### config.mk
export PLATFORM = sky130hd
export DESIGN_NAME = cdb_arbiter
export DESIGN_NICKNAME = d
export VERILOG_FILES = /design/src/rtl/cdb_arbiter.sv
export SDC_FILE = /design/constraint.sdc
export NUM_CORES = 1
export LEC_CHECK = 0
export CORE_MARGIN = 2
export CORE_UTILIZATION = 30
export DETAILED_ROUTE_END_ITERATION = 8
export GPL_ROUTABILITY_DRIVEN = 1
export HOLD_SLACK_MARGIN = 0.1
export PLACE_DENSITY = 0.51
export RECOVER_POWER = 100
export SETUP_SLACK_MARGIN = 0.02
export SLEW_MARGIN = 20
export SYNTH_ARGS = -nofsm -noshare
export SYNTH_HDL_FRONTEND = slang
export SYNTH_SLANG_ARGS = --single-unit
### constraint.sdc
create_clock -name clock -period 21.4 [get_ports clock]
set_clock_uncertainty 0.2 [all_clocks]
set_input_delay 4.28 -clock clock [delete_from_list [all_inputs] [get_ports clock]]
set_output_delay 4.28 -clock clock [all_outputs]
set_load 0.03 [all_outputs]
### src/rtl/cdb_arbiter.sv
// Completion arbiter: one holding register per FU, round-robin grant of up to
// WAYS held entries per cycle (at most one branch), registered CDB lane outputs.
`ifndef SUPERSCALAR_WAYS
`define SUPERSCALAR_WAYS 3
`endif

module cdb_arbiter #(
  parameter int NUM_FU = 5,
  parameter int WAYS   = `SUPERSCALAR_WAYS,
  parameter int PR_W   = 6,
  parameter int ROB_W  = 5,
  parameter int XLEN   = 32
) (
  input  logic                             clock,
  input  logic                             reset,
  input  logic                             squash,
  input  logic [NUM_FU-1:0]                fu_valid,
  input  logic [NUM_FU*PR_W-1:0]           fu_pr_idx,
  input  logic [NUM_FU*ROB_W-1:0]          fu_rob_idx,
  input  logic [NUM_FU*XLEN-1:0]           fu_dest_value,
  input  logic [NUM_FU-1:0]                fu_take_branch,
  input  logic [NUM_FU*XLEN-1:0]           fu_target_pc,
  output logic [NUM_FU-1:0]                fu_stall,
  output logic [WAYS-1:0]                  out_valid,
  output logic [WAYS*PR_W-1:0]             out_pr_idx,
  output logic [WAYS*ROB_W-1:0]            out_rob_idx,
  output logic [WAYS*XLEN-1:0]             out_dest_value,
  output logic [WAYS-1:0]                  out_take_branch,
  output logic [WAYS*XLEN-1:0]             out_target_pc,
  output logic [WAYS*$clog2(NUM_FU)-1:0]   out_fu_id
);

  localparam int FU_W  = $clog2(NUM_FU);
  localparam int CNT_W = $clog2(WAYS + 1);

  logic [NUM_FU-1:0] hold_valid;
  logic [PR_W-1:0]   hold_pr_p0  [NUM_FU];
  logic [ROB_W-1:0]  hold_rob_p0 [NUM_FU];
  logic [XLEN-1:0]   hold_val_p0 [NUM_FU];
  logic [XLEN-1:0]   hold_pc_p0  [NUM_FU];
  logic [NUM_FU-1:0] hold_br_p0;
  logic [FU_W-1:0]   rr_ptr;

  logic [NUM_FU-1:0] grant;
  logic [NUM_FU-1:0] capture;
  logic [WAYS-1:0]   lane_vld;
  logic [FU_W-1:0]   lane_sel [WAYS];
  logic [CNT_W-1:0]  gcnt;
  logic              br_used;
  logic [FU_W-1:0]   last_fu;
  logic [FU_W:0]     scan;
  logic [FU_W-1:0]   idx;
  logic [FU_W-1:0]   rr_next;

  // Grant scan over registered holds only; a second branch is skipped without using a lane
  always_comb begin
    grant    = '0;
    lane_vld = '0;
    gcnt     = '0;
    br_used  = 1'b0;
    last_fu  = rr_ptr;
    scan     = '0;
    idx      = '0;
    for (int j = 0; j < WAYS; j++) lane_sel[j] = '0;
    for (int k = 0; k < NUM_FU; k++) begin
      scan = {1'b0, rr_ptr} + (FU_W+1)'(k);
      if (scan >= (FU_W+1)'(NUM_FU)) scan = scan - (FU_W+1)'(NUM_FU);
      idx = scan[FU_W-1:0];
      if (hold_valid[idx] && (gcnt < CNT_W'(WAYS)) && !(br_used && hold_br_p0[idx])) begin
        grant[idx] = 1'b1;
        for (int j = 0; j < WAYS; j++) begin
          if (gcnt == CNT_W'(j)) begin
            lane_sel[j] = idx;
            lane_vld[j] = 1'b1;
          end
        end
        gcnt    = gcnt + 1'b1;
        br_used = br_used | hold_br_p0[idx];
        last_fu = idx;
      end
    end
  end

  assign fu_stall = hold_valid & ~grant & {NUM_FU{~squash}};
  assign capture  = fu_valid & ~fu_stall & {NUM_FU{~squash}};
  assign rr_next  = (last_fu == FU_W'(NUM_FU - 1)) ? '0 : last_fu + 1'b1;

  // Stage p0: FU holding registers and arbitration state
  always_ff @(posedge clock) begin
    if (reset) begin
      hold_valid <= '0;
      rr_ptr     <= '0;
    end else if (squash) begin
      hold_valid <= '0;
    end else begin
      hold_valid <= capture | (hold_valid & ~grant);
      if (gcnt != '0) rr_ptr <= rr_next;
    end
  end

  always_ff @(posedge clock) begin
    for (int i = 0; i < NUM_FU; i++) begin
      if (capture[i]) begin
        hold_pr_p0[i]  <= fu_pr_idx[i*PR_W +: PR_W];
        hold_rob_p0[i] <= fu_rob_idx[i*ROB_W +: ROB_W];
        hold_val_p0[i] <= fu_dest_value[i*XLEN +: XLEN];
        hold_pc_p0[i]  <= fu_target_pc[i*XLEN +: XLEN];
        hold_br_p0[i]  <= fu_take_branch[i];
      end
    end
  end

  // Stage p1: registered lane outputs; unused lanes carry zero payload
  always_ff @(posedge clock) begin
    if (reset || squash) begin
      out_valid       <= '0;
      out_pr_idx      <= '0;
      out_rob_idx     <= '0;
      out_dest_value  <= '0;
      out_take_branch <= '0;
      out_target_pc   <= '0;
      out_fu_id       <= '0;
    end else begin
      out_valid <= lane_vld;
      for (int j = 0; j < WAYS; j++) begin
        if (lane_vld[j]) begin
          out_pr_idx[j*PR_W +: PR_W]     <= hold_pr_p0[lane_sel[j]];
          out_rob_idx[j*ROB_W +: ROB_W]  <= hold_rob_p0[lane_sel[j]];
          out_dest_value[j*XLEN +: XLEN] <= hold_val_p0[lane_sel[j]];
          out_take_branch[j]             <= hold_br_p0[lane_sel[j]];
          out_target_pc[j*XLEN +: XLEN]  <= hold_pc_p0[lane_sel[j]];
          out_fu_id[j*FU_W +: FU_W]      <= lane_sel[j];
        end else begin
          out_pr_idx[j*PR_W +: PR_W]     <= '0;
          out_rob_idx[j*ROB_W +: ROB_W]  <= '0;
          out_dest_value[j*XLEN +: XLEN] <= '0;
          out_take_branch[j]             <= 1'b0;
          out_target_pc[j*XLEN +: XLEN]  <= '0;
          out_fu_id[j*FU_W +: FU_W]      <= '0;
        end
      end
    end
  end

endmodule

==> impl_summary.txt, run 1 <==
----------------------------------------------------
[Status]
  Status ... finished with violations
  Violated checks ... capacitance limit, slew limit

[Worst setup path]
  CP Depth ... 31
  Source of the worst register-to-register timing path ... rr_ptr[1]
  Worst path bufs/invs ... 7
  Most used cell, CP ... inv_1
  Kind of start point of the critical path ... flip-flop
  Number of cells on the worst reg-to-reg path ... 31
  CP Capture Type ... flip-flop
  Maximum fanout along the worst path ... 48
  Setup slack, reg-to-reg ... 3710 ps
  Critical path's largest stage delay ... 3050 ps
  Family with the most delay on the worst path ... buffers and inverters
  Worst path arrival time ... 17950 ps
  Critical-path cell with the highest stage delay ... clkbuf_1
  Worst Path Class, Setup ... flip-flop to flip-flop
  Endpoint of the worst-slack reg-to-reg timing path ... out_rob_idx[1]
  Crit path required time ... 21660 ps

[Power]
  Fraction of power consumed by sequential logic ... 0.254
  Internal cell power ... 3.360 mW
  Power density over cell area ... 163.5 mW/mm^2
  Switching share of power ... 0.4541
  Share of total power in combinational logic ... 0.540
  Leakage dissipation ... 15.99 nW
  Switching power summed over all nets ... 2.794 mW
  Peak ir drop on the vdd network ... 0.2113 mV
  Clock power frac ... 0.206

[Timing]
  Post-route clock period utilization ... 0.8265
  Number of pins exceeding their max-slew limit in the final report ... 899
  Fin worst setup slack ... 3713 ps
  Peak clock frequency supported by timing ... 56.54 MHz
  Number of endpoints failing setup at the final stage ... 0
  Worst max-slew margin expressed relative to the limit ... -2.414
  Number of failing hold endpoints at the final stage ... 0
  Actual slew at the worst max-slew pin ... 5121 ps
  Unrepaired setup endpoints after global routing ... no
  Min Tclk post-route ... 17690 ps
  Final-layout setup total negative slack ... 0 ps

[Clocking]
  Count of hold buffers inserted by post-cts repair ... 0
  TritonCTS clock tree ... built
  Clock latency on the worst-skew pair ... 630 ps
  Count of instances resized after the clock tree is built ... 0
  H-tree depth ... 3
  Library cell used as clock root buffer ... clkbuf_16
  Number of clock sinks ... 628
  Clock tree buffer depth ... 3
  Number of buffers added by the clock tree synthesis step ... 74
  Clock-pin transition on the worst setup and hold timing paths ... 60 ps
  Post-CTS setup buffers ... 0

[Floorplanning]
  Initial core utilization ... 0.3037
  Width of the die ... 309.1 um
  DIE HEIGHT ... 309.1 um
  Area of the core ... 0.09194 mm^2
  Number of cell rows ... 111
  Ports ... 633
  Die outline area ... 0.09552 mm^2

[Placed design]
  Placement Setup Slack ... 6354 ps
  # port buffers ... 632
  RePlAce Congestion ... 0.8919
  HPWL Detailed ... 83.57 mm

[Routing]
  Detailed router's first-iteration violation count ... 2218
  DRC violations left ... 0
  Total wirelength of the detailed-routed design ... 128.2 mm
  Wire per inst ... 29.81 um
  Drt pass-1 iters ... 6
  Post-detailed-route via-to-cell ratio ... 5.476
  Detailed-route via count ... 23550
  Number of antenna-violating nets in the routed design ... 0

[Yosys]
  Average instance area after synthesis ... 11.72 um^2
  Share of the yosys chip area belonging to registers ... 0.5865
  Yosys warning total ... 0
  Cell type contributing the most total cell area after synthesis ... edfxtp_1
  Share of the synthesized area in the top cell type ... 0.4087
  Number of flops mapped to enable cells by yosys ... 380
  Syn Std Cell Area ... 0.02792 mm^2
  Distinct cell type count after synthesis ... 88
  Net count of the mapped netlist ... 2791
  Top post-synthesis cells by count ... nand2_1 (409), edfxtp_1 (380), mux2i_1 (316), dfxtp_1 (248), a21oi_1 (181)
  Most frequent cell after synthesis ... nand2_1
  Predominant post-synthesis flop cell ... edfxtp_1
  Proportion of synthesized flip-flops having asynchronous set or reset ... 0
  Post-synthesis instance total ... 2383
  Largest cells by area after synthesis ... edfxtp_1 (41%), dfxtp_1 (18%), mux2i_1 (11%)
  Flops & latches, synth ... 628

[Hold path]
  Hold path start ... hold_pc_p0[4][5]
  Path category of the worst min-delay check ... flip-flop to flip-flop
  Terminating pin of the worst hold path ... out_target_pc[37]
  Worst Hold Path Cells ... 2

[Cells and area]
  Number of nets in the finished design ... 3360
  Fraction of final layout cells with drive strength greater than 1 ... 0.05382
  Layout overhead on the synthesized area ... 34.79%
  Filler cells ... 8772

[Global route]
  Vias in the first global route ... 23720
  Wire length of the first global-routing pass ... 176.9 mm
  GRT Total Usage ... 0.2587
  Gr ovfl total ... 0
  Pin count of the biggest net entering global routing ... 129
  Initial antenna violation count ... 93

[Job]
  Maximum Capacitance Violations ... 22

----------------------------------------------------
==> state kept, by name (all words and copies together), names as in the netlist <==
name             flops
hold_br_p0           5
hold_valid           5
rr_ptr               3
out_take_branch      3
hold_pc_p0         160
hold_rob_p0         25
out_fu_id            9
out_rob_idx         15
out_target_pc       96
out_valid            3
out_dest_value      96
out_pr_idx          18
hold_val_p0        160
hold_pr_p0          30
==> how the worst max path moves through the flow <==
stage | end | from
after floorplan | hold_br_p0[4] | rr_ptr[1]
after global placement | fu_stall[3] | rr_ptr[1]
after detailed placement | fu_stall[1] | rr_ptr[1]
after CTS | fu_stall[1] | rr_ptr[1]
after global routing | out_rob_idx[1] | rr_ptr[1]
final | out_rob_idx[1] | rr_ptr[1]
==> cell type report <==
class                   count  area, um^2  area share
clock buffers             100        2071     0.05502
clock inverters            34       349.1    0.009276
repair buffers            670        6549      0.1740
inverters                  31       116.4    0.003092
multi-input cells        1547       10500      0.2790
flip-flops and latches    628       16380      0.4351
well taps                1243        1555     0.04132
diodes                     48       120.1    0.003192
==> routing by layer <==
layer	global-route usage	share of wire	vias up
met2	0.4402	0.49	1333
met3	0.06262	0.076	373
met4	0.1287	0.050	38
met5	0	0.0019	-
li1	-	-	10240
met1	0.3042	0.38	11570
==> power groups by stage <==
stage	clock [mW]	sequential (mW)	combinational (mW)
2_1_floorplan	0	1.79	2.03
3_3_place_gp	0	1.58	3.37
3_5_place_dp	0	1.58	3.38
4_1_cts	1.30	1.56	3.39
5_1_grt	1.34	1.58	3.48
6_report	1.27	1.56	3.32
==> worst min-delay path: cells and delay by family, from the launching register on <==
kind,cells,cell delay [ps]
AO/OA/AOI/OAI,1,60
flip-flops,1,360
AND/OR/NAND/NOR,1,60
==> per-stage QoR <==
stage               power, mW  hold slack (ps)  cell area [um^2]  std cells    util
CTS                     6.248            306.3             37720       4253  0.4103
global placement        4.956            299.7             35310       4119  0.3840
detailed placement      4.958            296.4             35310       4119  0.3840
global route            6.399            337.7             37610       4290  0.4090
finish                  6.154            305.9             37630       4301  0.4093
floorplan               3.812            273.5             27920       2383       -
==> layout by cell type, fill, tap and decap left out, types with 6 or more instances in the layout <==
cell	instances
a211oi_1	20
nor2b_1	12
nor2_1	47
dfxtp_1	248
o22ai_1	8
o211ai_1	6
o221ai_1	156
mux2i_1	316
a21oi_1	181
a211o_1	79
ha_1	19
clkdlybuf4s50_1	7
clkbuf_8	10
clkbuf_1	36
buf_4	15
or3_1	7
clkinv_1	8
a31oi_1	12
nand4_1	6
nand3_1	96
o21ai_0	21
clkbuf_16	75
nand2_1	409
inv_1	29
nor3_1	17
dlygate4sd3_1	625
edfxtp_1	380
and2_1	7
diode_2	48
o31a_1	6
clkinv_2	11
==> cell families after synthesis <==
| kind of cell | count (synthesis) | synth area share |
|---|---|---|
| and+or+nand+nor | 632 | 0.09711 |
| DFF | 628 | 0.5865 |
| AOI/OAI and AO/OA | 571 | 0.1529 |
| muxes | 318 | 0.1141 |
| buffers and inverters | 208 | 0.03800 |
| adders and majority gates | 20 | 0.009232 |
| xor gates and xnor gates | 6 | 0.002151 |
Power figures use the tool's default switching activity.
==> run 2, diff against run 1 <==
clock period = 16.3 ns   (was 21.4 ns; I/O delays follow)
==> run 2 against run 1 <==
  * The flow still finishes with violations (capacitance limit, slew limit)
  * Core utilization up 0.18 points
  * Non-clock buffer count unchanged
  * Worst setup slack worse by 2400 ps
  * Wire length down 1.3%
  * Critical endpoint is now fu_stall[3]
  * Largest power group unchanged
==> impl_summary.txt, run 2 (same netlist as run 1, synthesis figures left out) <==
----------------------------------------------------
[Global route]
  Initial antenna violation count ... 96
  Gr ovfl total ... 0
  Vias in the first global route ... 23410
  GRT Total Usage ... 0.2561
  Pin count of the biggest net entering global routing ... 118
  Wire length of the first global-routing pass ... 175.3 mm

[Floorplanning]
  Die outline area ... 0.09552 mm^2
  Number of cell rows ... 111
  Width of the die ... 309.1 um
  Ports ... 633
  Area of the core ... 0.09194 mm^2
  DIE HEIGHT ... 309.1 um
  Initial core utilization ... 0.3037

[Routing]
  Detailed router's first-iteration violation count ... 1981
  Number of antenna-violating nets in the routed design ... 0
  Post-detailed-route via-to-cell ratio ... 5.476
  Metal3 WL ... 10.02 mm
  DRC violations left ... 0
  Highest routed metal layer ... met5
  Total wirelength of the detailed-routed design ... 126.5 mm
  Total met2 wirelength after detailed routing ... 61.58 mm
  Drt pass-1 iters ... 6
  Wire length the detailed router placed on met1 ... 48.20 mm
  Detailed-route via count ... 23580
  Wire per inst ... 29.38 um

[Worst setup path]
  Most used cell, CP ... inv_1
  Critical path's largest stage delay ... 960 ps
  CP Capture Type ... primary output
  Worst path arrival time ... 11520 ps
  Source of the worst register-to-register timing path ... rr_ptr[0]
  Crit path required time ... 12840 ps
  Maximum fanout along the worst path ... 42
  Kind of start point of the critical path ... flip-flop
  Crit path launch ... rr_ptr[0]
  Worst Path Class, Setup ... flip-flop to primary output
  Worst path bufs/invs ... 7
  Critical-path cell with the highest stage delay ... ha_1
  Family with the most delay on the worst path ... compound AO/OA/AOI/OAI gates

[Clocking]
  Clock-pin transition on the worst setup and hold timing paths ... 60 ps
  Number of clock sinks ... 628
  Count of instances resized after the clock tree is built ... 0
  Library cell used as clock root buffer ... clkbuf_16
  TritonCTS clock tree ... built
  Post-CTS setup buffers ... 0
  Count of hold buffers inserted by post-cts repair ... 0
  Number of buffers added by the clock tree synthesis step ... 76
  Clock latency on the worst-skew pair ... 650 ps
  Clock tree buffer depth ... 3
  H-tree depth ... 3

[Power]
  Leakage dissipation ... 16.04 nW
  Power density over cell area ... 217.7 mW/mm^2
  Peak ir drop on the vdd network ... 0.2808 mV
  Final Power ... 8.231 mW

[Cells and area]
  Fraction of final layout cells with drive strength greater than 1 ... 0.05701
  Commonest cells after routing, fill and taps aside ... dlygate4sd3_1 (625), nand2_1 (409), edfxtp_1 (380), mux2i_1 (316), dfxtp_1 (248)
  Most frequent standard cell in the layout excluding fill and tap cells ... dlygate4sd3_1
  Number of nets in the finished design ... 3362
  Largest registers ... hold_pc_p0: 160 flops, hold_val_p0: 160 flops
  Layout overhead on the synthesized area ... 35.40%
  Filler cells ... 8733

[Status]
  Violated checks ... capacitance limit, slew limit
  Status ... finished with violations

[Timing]
  Number of failing hold endpoints at the final stage ... 0
  Post-route clock period utilization ... 0.9189
  Min Tclk post-route ... 14980 ps
  Final-layout setup total negative slack ... 0 ps
  Actual slew at the worst max-slew pin ... 4727 ps
  Number of endpoints failing setup at the final stage ... 0
  Peak clock frequency supported by timing ... 66.77 MHz
  Worst max-slew margin expressed relative to the limit ... -2.152
  Number of pins exceeding their max-slew limit in the final report ... 827
  Unrepaired setup endpoints after global routing ... no

[Placed design]
  RePlAce Congestion ... 0.9131
  HPWL Detailed ... 82.43 mm
  # port buffers ... 632

[Hold path]
  Hold path start ... hold_pc_p0[4][7]
  Path category of the worst min-delay check ... flip-flop to flip-flop

[Job]
  Maximum Capacitance Violations ... 17

----------------------------------------------------
[run 2: cell count changes in the layout (fill, tap and decap cells not counted), moves of 2 or more]
cell,delta
clkinv_1,-3
diode_2,-2
bufinv_16,+3
clkbuf_8,-5
clkbuf_16,+3
clkinvlp_4,+4
clkinv_2,-4
buf_4,+5
clkbuf_1,+5
clkbuf_2,+4
clkinv_4,-2
[run 2: where the power goes]
group	internal, mW	leakage, nW	switching [mW]
clock	1.04	1.21	0.696
sequential	1.94	5.56	0.114
combinational	1.60	9.27	2.85
[run 2: cell type report]
class / instances / area, um^2 / area share
repair buffers: 670 / 6565 / 0.1737
diodes: 46 / 115.1 / 0.003045
clock inverters: 30 / 395.4 / 0.01046
inverters: 31 / 116.4 / 0.003078
flip-flops and latches: 628 / 16380 / 0.4332
clock buffers: 111 / 2126 / 0.05623
multi-input cells: 1547 / 10560 / 0.2792
well taps: 1243 / 1555 / 0.04114
[run 2: stage by stage]
stage	instances	instance area, um^2	utilization	hold slack (ps)	setup slack [ps]
5_1_grt	4292	37770	0.4108	326.5	519.4
4_1_cts	4259	37820	0.4113	290.7	1796
6_report	4306	37800	0.4112	308.0	1322
3_5_place_dp	4118	35300	0.3839	293.1	2469
2_1_floorplan	2383	27920	-	273.5	3034
3_3_place_gp	4118	35300	0.3839	296.7	2663
[run 2: final timing paths]
| path | end | slack (ps) | cells after the start |
|---|---|---|---|
| min | out_target_pc[71] | 310 | 1 |
| min reg2reg | out_target_pc[71] | 310 | 1 |
| max reg2reg | hold_pc_p0[4][4] | 1330 | 32 |
| max | fu_stall[3] | 1320 | 31 |
[run 2: metal layers]
metal  track usage  vias up
met5             0        -
met4        0.1215       48
met1        0.3036    11600
met3       0.06221      386
met2        0.4356     1304
li1              -    10240
==> run 3, diff against run 2 <==
CORE_ASPECT_RATIO = 0.8   (was not set)
==> run 3 against run 2 <==
  * Critical path type is now flip-flop to flip-flop
  * Global-route usage shrank 1.1 points
  * Clock power down 6%
  * Flip-flop and latch count stayed put
  * Count of clock-buffer cells in the layout fell by 6
  * Core utilization fell by 0.50 points
  * Final cell count fell by 0.91%
  * Register-to-register slack improved by 250 ps
  * Power is 0.93% lower
  * Critical path depth did not move
  * Worst hold slack worse by 1.6 ps
  * Worst setup slack better by 260 ps
  * The flow still finishes with violations (capacitance limit, slew limit)
  * Die area is essentially flat
==> impl_summary.txt, run 3 (same netlist as run 1, synthesis figures left out) <==
----------------------------------------------------
[Worst setup path]
  Number of cells on the worst reg-to-reg path ... 31
  Crit path required time ... 16610 ps
  Source of the worst register-to-register timing path ... rr_ptr[2]
  Worst path arrival time ... 15030 ps
  Worst Path Class, Setup ... flip-flop to flip-flop
  Family with the most delay on the worst path ... compound AO/OA/AOI/OAI gates
  Critical-path cell with the highest stage delay ... clkbuf_1
  Critical path's largest stage delay ... 2400 ps
  Worst setup path endpoint ... out_dest_value[1]
  Setup slack, reg-to-reg ... 1580 ps
  Maximum fanout along the worst path ... 38
  Crit path launch ... rr_ptr[2]
  Endpoint of the worst-slack reg-to-reg timing path ... out_dest_value[1]
  Worst path bufs/invs ... 6
  Most used cell, CP ... ha_1
  CP Depth ... 31
  CP Capture Type ... flip-flop
  Kind of start point of the critical path ... flip-flop

[Cells and area]
  Fraction of final layout cells with drive strength greater than 1 ... 0.05777
  Layout overhead on the synthesized area ... 34.69%
  Most frequent standard cell in the layout excluding fill and tap cells ... dlygate4sd3_1
  Largest registers ... hold_pc_p0: 160 flops, hold_val_p0: 160 flops
  Layout Utilization ... 0.4062
  Commonest cells after routing, fill and taps aside ... dlygate4sd3_1 (625), nand2_1 (408), edfxtp_1 (380), mux2i_1 (316), dfxtp_1 (247)
  Number of nets in the finished design ... 3362

[Routing]
  Total wirelength of the detailed-routed design ... 121.6 mm
  Drt pass-1 iters ... 6
  Post-detailed-route via-to-cell ratio ... 5.520
  Detailed-route via count ... 23560
  Number of antenna-violating nets in the routed design ... 0
  Wire per inst ... 28.51 um
  Detailed router's first-iteration violation count ... 2132
  DRC violations left ... 0

[Job]
  Maximum Capacitance Violations ... 22

[Power]
  Peak ir drop on the vdd network ... 0.2524 mV
  Leakage dissipation ... 16.00 nW
  Power density over cell area ... 216.8 mW/mm^2

[Hold path]
  Hold path start ... hold_pc_p0[4][1]
  Path category of the worst min-delay check ... flip-flop to flip-flop

[Clocking]
  Number of buffers added by the clock tree synthesis step ... 70
  Count of instances resized after the clock tree is built ... 0
  Clock latency on the worst-skew pair ... 630 ps
  Number of clock sinks ... 628
  H-tree depth ... 3
  Count of hold buffers inserted by post-cts repair ... 0
  Clock tree buffer depth ... 3
  Post-CTS setup buffers ... 0
  Library cell used as clock root buffer ... clkbuf_16
  Clock-pin transition on the worst setup and hold timing paths ... 70 ps
  TritonCTS clock tree ... built

[Floorplanning]
  DIE HEIGHT ... 276.9 um
  Die outline area ... 0.09554 mm^2
  Number of cell rows ... 100
  Width of the die ... 345.1 um
  Area of the core ... 0.09259 mm^2
  Initial core utilization ... 0.3016
  Ports ... 633

[Placed design]
  # port buffers ... 632
  RePlAce Congestion ... 0.8948
  HPWL Detailed ... 79.21 mm

[Global route]
  Wire length of the first global-routing pass ... 170.7 mm
  GRT Total Usage ... 0.2449
  Pin count of the biggest net entering global routing ... 153
  Vias in the first global route ... 23860
  Initial antenna violation count ... 61
  Gr ovfl total ... 0

[Timing]
  Worst max-slew margin expressed relative to the limit ... -2.041
  Peak clock frequency supported by timing ... 67.94 MHz
  Post-route clock period utilization ... 0.9031
  Actual slew at the worst max-slew pin ... 4562 ps
  Number of failing hold endpoints at the final stage ... 0
  Number of pins exceeding their max-slew limit in the final report ... 743
  Final-layout setup total negative slack ... 0 ps
  Min Tclk post-route ... 14720 ps
  Unrepaired setup endpoints after global routing ... no
  Number of endpoints failing setup at the final stage ... 0

[Status]
  Status ... finished with violations
  Violated checks ... capacitance limit, slew limit

----------------------------------------------------
[run 3: cell count changes in the layout (fill, tap and decap cells not counted), moves of 4 or more]
cell       delta
diode_2      -15
bufinv_16     -5
clkbuf_8      +5
clkbuf_16     -4
clkinv_1      -4
[run 3: cell type report]
type / instances / area (um^2)
fillers: 8784 / 54980
flip-flops and latches: 628 / 16380
multi-input cells: 1547 / 10550
repair buffers: 676 / 6609
clock buffers: 105 / 2068
well taps: 1224 / 1531
clock inverters: 25 / 281.5
inverters: 31 / 116.4
diodes: 31 / 77.57
[run 3: worst register-to-register path: cells and delay by family (launching register included)]
kind	cells	cell delay [ps]
AO/OA/AOI/OAI	12	4860
buffers and inverters	6	4710
AND/OR/NAND/NOR	9	2420
adder cells (fa/ha/maj)	4	1560
flip-flops	1	870
[run 3: worst min path at each step]
| stage | to | depth (start not counted) | slack, ps |
|---|---|---|---|
| 3_5_place_dp | out_rob_idx[12] | 1 | 290 |
| 4_1_cts | out_target_pc[80] | 1 | 310 |
| 3_3_place_gp | out_target_pc[68] | 1 | 300 |
| 5_1_grt | out_target_pc[90] | 1 | 340 |
| 6_report | out_target_pc[33] | 2 | 310 |
| 2_1_floorplan | out_dest_value[40] | 2 | 270 |
[run 3: per-layer routing]
layer / vias up / global-route usage / wire length (um)
li1: 10210 / - / -
met2: 1391 / 0.4023 / 57330
met5: - / 0 / 284
met4: 46 / 0.1019 / 4542
met1: 11560 / 0.3009 / 48550
met3: 342 / 0.07120 / 10930
[run 3: report_power, final]
part	leakage, nW	internal (mW)	switching [mW]	total [mW]
registers	5.56	1.93	0.100	2.04
clock network	1.14	0.937	0.686	1.62
logic	9.29	1.60	2.90	4.50
[run 3: stage by stage]
step                      power (mW)  worst slack, ps  hold WS [ps]  cells  cell area, um^2
after floorplan                5.005             3034         273.5   2383            27920
after global placement         6.486             3399         295.2   4106            35340
after detailed placement       6.502             3315         294.6   4106            35340
after CTS                      8.148             2580         307.7   4236            37690
after global routing           8.479            908.0         336.7   4253            37570
final                          8.154             1580         306.3   4267            37610
==> variant 1, RTL diff (config.mk and constraints of run 2) <==
The parameter `ROB_W` goes from 5 to 4.
--- a/src/rtl/cdb_arbiter.sv
+++ b/src/rtl/cdb_arbiter.sv
@@ -8,7 +8,7 @@
   parameter int NUM_FU = 5,
   parameter int WAYS   = `SUPERSCALAR_WAYS,
   parameter int PR_W   = 6,
-  parameter int ROB_W  = 5,
+  parameter int ROB_W  = 4,
   parameter int XLEN   = 32
 ) (
   input  logic                             clock,
Interface: changed (resized fu_rob_idx and out_rob_idx); port bits go from 633 to 625. The function was not compared with the original's and may differ.
==> variant 1 against run 2 <==
The flow still finishes with violations (max-capacitance violations, max-slew violations). Area after synthesis fell by 0.91%. Highest routed layer unchanged. Sequential share of layout area is 0.14 points higher. Final area down 1.6%. Via count down 1.9%. Sequential cell count is 8 lower. Power down 4.7%. Wire length decreased by 5.7%. Worst setup slack better by 720 ps. Sequential power shrank 3%. Global-route usage shrank 1.1 points. Core utilization is 0.47 points lower.
==> variant 1: results (changes against run 2) <==
- Net Count, Synth: 2,745 (-1.6%)
* Library cells used by synthesis: 88 (unchanged)
- The delay of the slowest critical-path stage came to 2740 ps (+1780 ps).
* Placed Cells incl. Taps: 4,018 (-2.4%)
* Detailed Route Iter0 Violations: 1,909 (-3.6%)
* Run status: complete, but fails checks
* Slowest-stage cell, CP: sky130_fd_sc_hd__nand2_1
* Endpoint of the most critical setup path: out_target_pc[92]
* Power dissipated in combinational cells: 4.25 mW (-4%)
- The static leakage is 16.2 nW (+1.2%).
- The number of cells upsized or downsized after cts was 0 (unchanged).
- The area growth from synthesis to layout is 34.5%.
* Setup WS post-layout: 2040 ps (+719 ps)
- The overall track demand over capacity in global routing was 24.5% (-1.1 points).
- The final weighted congestion of routability-driven global placement is 0.899 (-1.5%).
* Tightest hold margin: 304 ps (-3.83 ps)
- Sequential element share of the synthesized area: 58.4% (-0.22 points)
- The total net switching power was 3.60 mW (-1.6%).
* Pins Over Slew Limit: 702 (-15%)
- Detailed Place HPWL: 76,800 microns (-6.8%)
- The fill cell total of the finished layout was 8,606 (-1.5%).
- Number of buffers added on ports: 624 (-1.3%)
- The commonest cells after synthesis are sky130_fd_sc_hd__nand2_1, sky130_fd_sc_hd__edfxtp_1, sky130_fd_sc_hd__mux2i_1.
- Final #Nets: 3,310 (-1.5%)
- The proportion of power drawn by combinational gates came to 54.2% (+0.2 points).
- The count of vias placed by the detailed router is 23,100 (-1.9%).
- Maximum number of pins on one net before global-route repair: 151 (+28%)
* Number of buffers added by the clock tree synthesis step: 73 (-3.9%)
- Vias in the first global route: 23,700 (+1.1%)
* RR Endpoint: out_target_pc[92]
- The worst hold path terminates at out_dest_value[78].
- The cell count after synthesis was 2,342 (-1.7%).
- The final reports fail on max-capacitance violations, max-slew violations.
- Leading post-synthesis cells by cell area: sky130_fd_sc_hd__edfxtp_1, sky130_fd_sc_hd__dfxtp_1, sky130_fd_sc_hd__mux2i_1
- The worst-case setup slack after placement was 4120 ps (+1660 ps).
- Cell area after placement: 0.0349 sq mm (-1.1%)
- HP Start: hold_val_p0[4][14]
- The arrival time of the worst setup path was 14,640 ps (+3120 ps).
- Total length of routed wires: 119,000 microns (-5.7%)
- Max-capacitance violation count: 17 (unchanged)
* Worst Reg2Reg Path Length in Cells: 29 (-9.4%)
* Highest fanout seen on the critical path: 75 (+79%)
- The share of cells above drive strength 1 was 6.00% (+0.30 points).
variant 1: cells by family after synthesis:
kind of cell	share of synthesized area [%]
buf+inv	3.75
compound gates	14.4
fa+ha+maj	0.932
xor+xnor	0.249
flops	58.4
mux	11.5
simple gates	10.7
variant 1: area by class of cell:
class | count | area share, %
sequential | 620 | 43.5
multi-input combinational | 1523 | 28.2
clock inverter | 32 | 0.774
tap | 1186 | 3.99
inverter | 28 | 0.296
timing repair buffer | 661 | 17.4
antenna | 41 | 0.276
clock buffer | 101 | 5.52
variant 1: per-layer routing:
metal / vias up / track usage, % / share of wire, %
li1: 10100 / - / -
met1: 11400 / 27.4 / 37
met2: 1205 / 42.7 / 50
met3: 403 / 5.81 / 7.5
met4: 40 / 13.6 / 5.5
met5: - / 0 / 0.21
==> variant 2, RTL diff (settings of run 2) <==
Without the edit above. Reset style: asynchronous (`reset`), changed in one clocked block.
--- a/src/rtl/cdb_arbiter.sv
+++ b/src/rtl/cdb_arbiter.sv
@@ -86,7 +86,7 @@
   assign rr_next  = (last_fu == FU_W'(NUM_FU - 1)) ? '0 : last_fu + 1'b1;
 
   // Stage p0: FU holding registers and arbitration state
-  always_ff @(posedge clock) begin
+  always_ff @(posedge clock or posedge reset) begin
     if (reset) begin
       hold_valid <= '0;
       rr_ptr     <= '0;
Behaviour: not the same (a bounded check fails within 4 cycles, from zero or initial values and one cycle with reset high; the reset may be asserted at any time).
==> variant 2 against run 2 <==
Final area grew 3.7%. Sequential cell count is the same. Final cell count up 1.3%. Sequential share of layout area down 1.4 points. Global-route usage up 2.0 points. Worst setup slack gained 930 ps. Wire length rose by 13%. Critical path depth fell by 2. Core utilization down 0.64 points. Area after synthesis is 5.2% higher. Non-clock buffer count increased by 14. The run still ends with max-capacitance violations, max-slew violations left.
Power is left out: the tool's default activity adds up to more than one toggle a clock period on the data nets, which glitch-free logic cannot reach.
==> variant 2: results (changes against run 2) <==
* FF-to-FF setup slack: 2370 ps (+1040 ps)
- The path with the worst hold slack has its endpoint at out_target_pc[58].
- Total number of vias: 26,200 (+11%)
- The wire length of the first global-routing pass came to 199,000 microns (+14%).
- Initial antenna violation count: 52 (-46%)
- The max-cap check violation count is 16 (-1).
- Min-Delay Path Depth: 2 (+1)
- Number of buffers added by the clock tree synthesis step: 73 (-3.9%)
- CP Data Arrival Time: 10,590 ps (-930 ps)
- The non-filler instance count after layout is 4,364 (+1.3%).
- Highest fanout seen on the critical path: 31 (-26%)
- The final HPWL from detailed placement came to 88,300 microns (+7.1%).
- The final period utilization is 86.2% (-5.7 points).
- Slowest-stage cell, CP: sky130_fd_sc_hd__o32ai_1
- The total of hold buffers inserted after clock tree synthesis was 0 (unchanged).
* Sequential element share of the synthesized area: 55.9% (-2.8 points)
- The critical path ends at fu_stall[0].
- Most frequent cells after synthesis: sky130_fd_sc_hd__edfxtp_1, sky130_fd_sc_hd__mux2i_1, sky130_fd_sc_hd__dfxtp_1
- The final reports fail on max-capacitance violations, max-slew violations.
- Placer Congestion: 0.881 (-3.5%)
- The count of cells along the worst register-to-register path is 33 (+3.1%).
- Vias in the first global route: 27,000 (+15%)
* Layout cell share with drive strength beyond 1: 6.75% (+1.1 points)
* GRT Resource Usage Total: 27.6% (+2.0 points)
- Worst Setup Slack post-DPL: 4200 ps (+1730 ps)
- Run status: complete, but fails checks
- The routed wire length came to 143,000 microns (+13%).
- Tightest hold margin: 336 ps (+28.0 ps)
- The maximum number of pins on one net before global-route repair came to 78 (-34%).
* Slew at the pin with the worst max-slew slack: 4160 ps (-565 ps)
- In this run the critical register-to-register path is launched from rr_ptr[0].
- The critical path starts at rr_ptr[0].
- The cell count after placement is 4,206 (+2.1%).
* Net Count, Synth: 2,887 (+3.4%)
- FFs w/ async S/R, synth: 1.27% (+1.3 points)
- The DRC marker count from the first detailed-route iteration came to 2,944 (+49%).
- The startpoint identified for the worst hold timing path is hold_pc_p0[4][26].
- CP peak stage delay: 790 ps (-170 ps)
* Cell area after placement: 0.0369 sq mm (+4.6%)
- The count of final max-slew check failures was 614 (-26%).
- The number of nets at the end of the flow is 3,412 (+1.5%).
-- variant 2: changes by cell type in the layout (fill, tap and decap cells not counted), moves of 72 or more --
cell,change
sky130_fd_sc_hd__a2111oi_0,+146
sky130_fd_sc_hd__a211o_1,-76
sky130_fd_sc_hd__a211oi_1,+217
sky130_fd_sc_hd__a21oi_1,-152
sky130_fd_sc_hd__a31oi_1,+72
sky130_fd_sc_hd__and3_1,+74
sky130_fd_sc_hd__nand2_1,-369
sky130_fd_sc_hd__o221ai_1,-77
-- variant 2: layout make-up --
cell class	count	area, sq um
Antenna cell	22	55.1
Clock buffer	91	1960
Clock inverter	44	483
Fill cell	9111	57600
Inverter	105	395
Multi-Input combinational cell	1514	11600
Sequential cell	628	16400
Tap cell	1276	1600
Timing Repair Buffer	684	6700
-- variant 2: cells by family (layout without fill, tap and decap cells) --
family / count (synthesis) / after routing / synth area share (%)
multiplexers: 337 / 337 / 11.7
other: 0 / 22 / 0
AO/OA/AOI/OAI: 763 / 763 / 20.0
adder cells (fa/ha/maj): 18 / 18 / 0.792
flip-flops: 628 / 628 / 55.9
buffers and inverters: 339 / 924 / 4.84
XOR/XNOR: 1 / 1 / 0.0298
AND/OR/NAND/NOR: 395 / 395 / 6.78
-- variant 2: worst max-delay path: cells and delay by family, from the launching register on --
family	cells	cell delay (ps)
adder cells (fa/ha/maj)	4	1550
buffers and inverters	9	3150
multiplexers	1	260
AO/OA/AOI/OAI	5	2120
AND/OR/NAND/NOR	10	2480
flip-flops	1	330
-- variant 2: metal layers --
layer	track usage [%]	share of wire (%)	vias up
li1	-	-	10900
met1	34.7	39	13000
met2	44.3	47	1709
met3	6.46	8.9	487
met4	14.0	5.0	28
met5	0	0.13	-
